===== config.mk =====
export PLATFORM = sky130hd
export DESIGN_NAME = mem_arbiter
export DESIGN_NICKNAME = d
export VERILOG_FILES = /design/src/rtl/mem_arbiter.sv
export SDC_FILE = /design/constraint.sdc
export NUM_CORES = 1
export LEC_CHECK = 0
export CORE_AREA = 10 10 205 207
export DETAILED_ROUTE_END_ITERATION = 8
export DIE_AREA = 0 0 215 217
export GPL_ROUTABILITY_DRIVEN = 0
export HOLD_SLACK_MARGIN = 0.05
export PLACE_DENSITY = 0.6
export REMOVE_ABC_BUFFERS = 1
export SYNTH_ARGS = -nofsm -noshare
export SYNTH_HDL_FRONTEND = slang
export SYNTH_SLANG_ARGS = --single-unit
export TNS_END_PERCENT = 20

===== constraint.sdc =====
create_clock -name clk -period 3.6 [get_ports clk]
set_input_delay 0.54 -clock clk [delete_from_list [all_inputs] [get_ports clk]]
set_output_delay 0.54 -clock clk [all_outputs]
set_load 0.005 [all_outputs]

===== src/rtl/mem_arbiter.sv =====
// Two-requester arbiter sharing one memory port between IFU and LSU.
// Optional round-robin arbitration when MEM_ARB_RR_EN is defined.
module mem_arbiter #(
    parameter int ADDR_W = 64,
    parameter int DATA_W = 64
) (
    input  logic                clk,
    input  logic                rst,
    input  logic                ifu_req_valid,
    output logic                ifu_req_ready,
    input  logic [ADDR_W-1:0]   ifu_addr,
    output logic                ifu_resp_valid,
    output logic [DATA_W-1:0]   ifu_rdata,
    input  logic                lsu_req_valid,
    output logic                lsu_req_ready,
    input  logic                lsu_wen,
    input  logic [ADDR_W-1:0]   lsu_addr,
    input  logic [DATA_W-1:0]   lsu_wdata,
    input  logic [DATA_W/8-1:0] lsu_wmask,
    output logic                lsu_resp_valid,
    output logic [DATA_W-1:0]   lsu_rdata,
    output logic                mem_req_valid,
    input  logic                mem_req_ready,
    output logic                mem_wen,
    output logic [ADDR_W-1:0]   mem_addr,
    output logic [DATA_W-1:0]   mem_wdata,
    output logic [DATA_W/8-1:0] mem_wmask,
    input  logic                mem_resp_valid,
    input  logic [DATA_W-1:0]   mem_rdata,
    output logic                busy
);

    typedef enum logic [1:0] {
        IDLE,
        REQ,
        RESP
    } state_t;

    state_t state;
    state_t state_nxt;
    logic   owner;
    logic   grant_lsu;
    logic   grant_ifu;
    logic   accept;

`ifdef MEM_ARB_RR_EN
    logic last;

    // On a tie the requester that did not win last time goes first
    always_comb begin
        grant_lsu = lsu_req_valid && (!ifu_req_valid || !last);
    end
`else
    always_comb begin
        grant_lsu = lsu_req_valid;
    end
`endif

    assign grant_ifu = ifu_req_valid && !grant_lsu;
    assign accept    = (state == IDLE) && (grant_lsu || grant_ifu);
    assign busy      = (state != IDLE);

    always_comb begin
        state_nxt      = state;
        ifu_req_ready  = 1'b0;
        lsu_req_ready  = 1'b0;
        mem_req_valid  = 1'b0;
        ifu_resp_valid = 1'b0;
        lsu_resp_valid = 1'b0;
        unique case (state)
            IDLE: begin
                ifu_req_ready = grant_ifu;
                lsu_req_ready = grant_lsu;
                if (grant_lsu || grant_ifu) begin
                    state_nxt = REQ;
                end
            end
            REQ: begin
                mem_req_valid = 1'b1;
                if (mem_req_ready) begin
                    state_nxt = RESP;
                end
            end
            RESP: begin
                if (mem_resp_valid) begin
                    ifu_resp_valid = !owner;
                    lsu_resp_valid = owner;
                    state_nxt      = IDLE;
                end
            end
            default: begin
                state_nxt = IDLE;
            end
        endcase
    end

    // Stores carry no read data back to the LSU
    assign ifu_rdata = ifu_resp_valid ? mem_rdata : '0;
    assign lsu_rdata = (lsu_resp_valid && !mem_wen) ? mem_rdata : '0;

    always_ff @(posedge clk) begin
        if (rst) begin
            state     <= IDLE;
            owner     <= 1'b0;
            mem_wen   <= 1'b0;
            mem_addr  <= '0;
            mem_wdata <= '0;
            mem_wmask <= '0;
        end else begin
            state <= state_nxt;
            if (accept) begin
                owner <= grant_lsu;
                if (grant_lsu) begin
                    mem_wen   <= lsu_wen;
                    mem_addr  <= lsu_addr;
                    mem_wdata <= lsu_wdata;
                    mem_wmask <= lsu_wen ? lsu_wmask : '0;
                end else begin
                    mem_wen   <= 1'b0;
                    mem_addr  <= ifu_addr;
                    mem_wdata <= '0;
                    mem_wmask <= '0;
                end
            end
        end
    end

`ifdef MEM_ARB_RR_EN
    always_ff @(posedge clk) begin
        if (rst) begin
            last <= 1'b0;
        end else if (accept) begin
            last <= grant_lsu;
        end
    end
`endif

endmodule


==> flow_metrics.py <==
metrics = {
    "yosys": {
        "yosysSeqAreaShare_pct": 42.4,
        "yosysWarningCount": 0,
        "yosysUniqueCellTypes": 24,
        "synth_area_sq_mm": 0.00661,
        "syn_area_per_cell_sq_um": 8.46,
        "synth_cells": 782,
        "synth-seq-cells": 140,
    },
    "global_route": {
        "grt.overflow.total": 0,
        "grt_pass1_vias": 7969,
        "grt_start_max_net_pins": 80,
        "grt_pass1_wl_um": 56200,
        "grt_usage_pct": 16.3,
        "antenna_found_initial": 24,
    },
    "cells_and_area": {
        "final_cell_count_no_fill": 1817,
        "finalNetCount": 1544,
        "finalInstanceArea_sq_mm": 0.0131,
        "drive_above_1_share_pct": 4.21,
        "final_core_utilization_pct": 34.4,
        "synthToLayoutAreaGrowth_pct": 98.1,
        "final_common_cell": "clkdlybuf4s50_1",
        "final_cell_mix": "539 x clkdlybuf4s50_1, 140 x dfxtp_1, 139 x a21oi_1",
    },
    "critical_path": {
        "worst-path-stages": 5,
        "crit_fanout": 64,
        "critPathKind": "register to primary output",
        "path_delay_family": "buffers and inverters",
        "arrival_ns": 2.44,
        "cp-end-kind": "primary output",
        "worstPathRequired_ns": 3.06,
        "start_kind": "register",
        "timing.critical_path.buf_inv": 2,
        "slowest_delay_ns": 0.60,
        "cp_slowest_cell": "dfxtp_1",
        "r2r_cells": 5,
        "crit_path_cell_trace": "and4b_1 -> nor2b_4 -> buf_12 -> and2_1 -> clkdlybuf4s50_1",
    },
    "placement": {
        "placedCellCount": 1772,
        "dpl_cell_area_sq_mm": 0.0124,
        "place_hpwl_um": 32900,
        "port-buffer-count": 541,
    },
    "clock_tree": {
        "cts_root_buf": "clkbuf_16",
        "cts_hold_buf": 0,
        "numCtsBuffers": 17,
        "cts_max_level": 4,
        "cts_sinks": 140,
        "path_clk_slew_ns": 0.06,
        "clock_latency_ns": 0.42,
        "cts_setup_buffers": 0,
        "clock_path_buffers": 2,
        "cts_tree": "yes",
        "cts-resized-gates": 0,
    },
    "hold_path": {
        "hold_class": "register to register",
        "min_path_cells": 2,
    },
    "sta": {
        "setup_violations": 0,
        "clock.fmax_mhz": 335,
        "fin_crit_ns": 2.98,
        "slew_headroom_pct": 34.7,
        "tightest_slew_ns": 0.979,
        "hold_violations": 0,
        "fin_crit_sh_pct": 82.8,
        "slew_viol_final": 0,
        "rsz0062_at_grt": "no",
        "fin_skew_ns": 0.0106,
        "tns_ns": 0,
    },
    "floorplan": {
        "ios": 542,
        "fp.dieW_um": 215,
        "initial_core_util_pct": 17.4,
        "die_y_um": 217,
        "rows": 72,
        "die-area_sq_mm": 0.0467,
        "core_area_sq_mm": 0.0381,
    },
    "routing": {
        "wl_per_cell_um": 22.4,
        "drt_first_iter_violations": 397,
        "vias": 7776,
        "drc_errors": 0,
        "postRouteAntennaNets": 0,
        "dr.pass1.iters": 4,
        "highest_layer": "met5",
        "wl_met1_um": 13800,
        "vias_per_cell": 4.28,
        "routed_wl_um": 40700,
        "met3_length_um": 4360,
        "wl_met2_um": 20800,
    },
    "power_and_ir_drop": {
        "peakVddDrop_v": 0.000296,
        "p_leak_nw": 4.78,
        "pwr_density_cell_mw_per_mm2": 369,
    },
    "status": {
        "status": "finished, final reports clean",
    },
    "job": {
        "cap_violations": 0,
    },
}
==> path summary, 6_finish.rpt <==
| kind | to | slack (ns) | start |
|---|---|---|---|
| worst max register to register | mem_wdata[36] | 1.61 | state[0] |
| worst max-delay path | lsu_rdata[10] | 0.62 | state[1] |
| worst min register to register | mem_wdata[22] | 0.47 | mem_wdata[22] |
| worst min-delay path | mem_wdata[22] | 0.47 | mem_wdata[22] |
==> routing by layer <==
layer | global-route usage, % | up-vias
met5 | 0 | -
met1 | 14.9 | 3586
met3 | 8.03 | 60
li1 | - | 3708
met4 | 7.91 | 6
met2 | 29.8 | 416
==> worst min-delay path, cell delays in order (launching register included) <==
cell,delay [ns]
dfxtp_1,0.30
o21ai_0,0.06
a21oi_1,0.06
==> area by class of cell <==
cell class,count,area [sq um]
antenna,15,37.5
clock buffer,20,457
clock inverter,10,166
fill,4050,25000
inverter,1,3.75
multi-input combinational,559,3430
sequential,140,2800
tap,518,648
timing repair buffer,554,5560
==> Yosys cell counts, drive strengths merged <==
library cell | instances | area share, %
and2 | 128 | 12
nor2b | 2 | 0.19
nand2 | 74 | 4.2
and4b | 1 | 0.15
a22oi | 1 | 0.11
a211oi | 64 | 7.3
buf | 52 | 4.5
clkbuf | 30 | 1.9
o21ai | 73 | 5.5
a21oi | 139 | 11
nor3b | 1 | 0.19
nor4bb | 2 | 0.30
nor2 | 7 | 0.55
dfxtp | 140 | 42
or2 | 1 | 0.095
nand2b | 1 | 0.095
or3b | 1 | 0.13
inv | 1 | 0.057
mux2i | 64 | 9.7
==> power by group <==
group          internal (mW)  leakage [nW]  total (mW)  switching, mW
registers               1.69          1.15        1.77         0.0791
clock network           1.19         0.298        1.90          0.703
logic                  0.666          3.32        1.17          0.500
==> through the flow <==
step           power, mW  hold WS [ns]  setup slack, ns
6_report            4.83         0.474            0.618
5_1_grt             5.07         0.496            0.495
3_3_place_gp        2.98         0.457            0.659
4_1_cts             4.93         0.475            0.567
3_5_place_dp        2.99         0.466            0.639
2_1_floorplan       2.12         0.460            -1.08
==> logic make-up (layout without fill, tap and decap cells) <==
family          Yosys count  count (layout)  share of synthesized area [%]
simple gates            218             218                           18.0
other cells               0              15                              0
compound gates          277             277                           23.4
flops                   140             140                           42.4
mux                      64              64                           9.69
buf+inv                  83             585                           6.51
==> sequential cells by signal, summed over array words and instances, names as in the netlist <==
signal	cells
mem_wdata	64
mem_wmask	8
owner	1
mem_addr	64
state	2
mem_wen	1
Note: power is estimated with default switching activity, not from simulation.
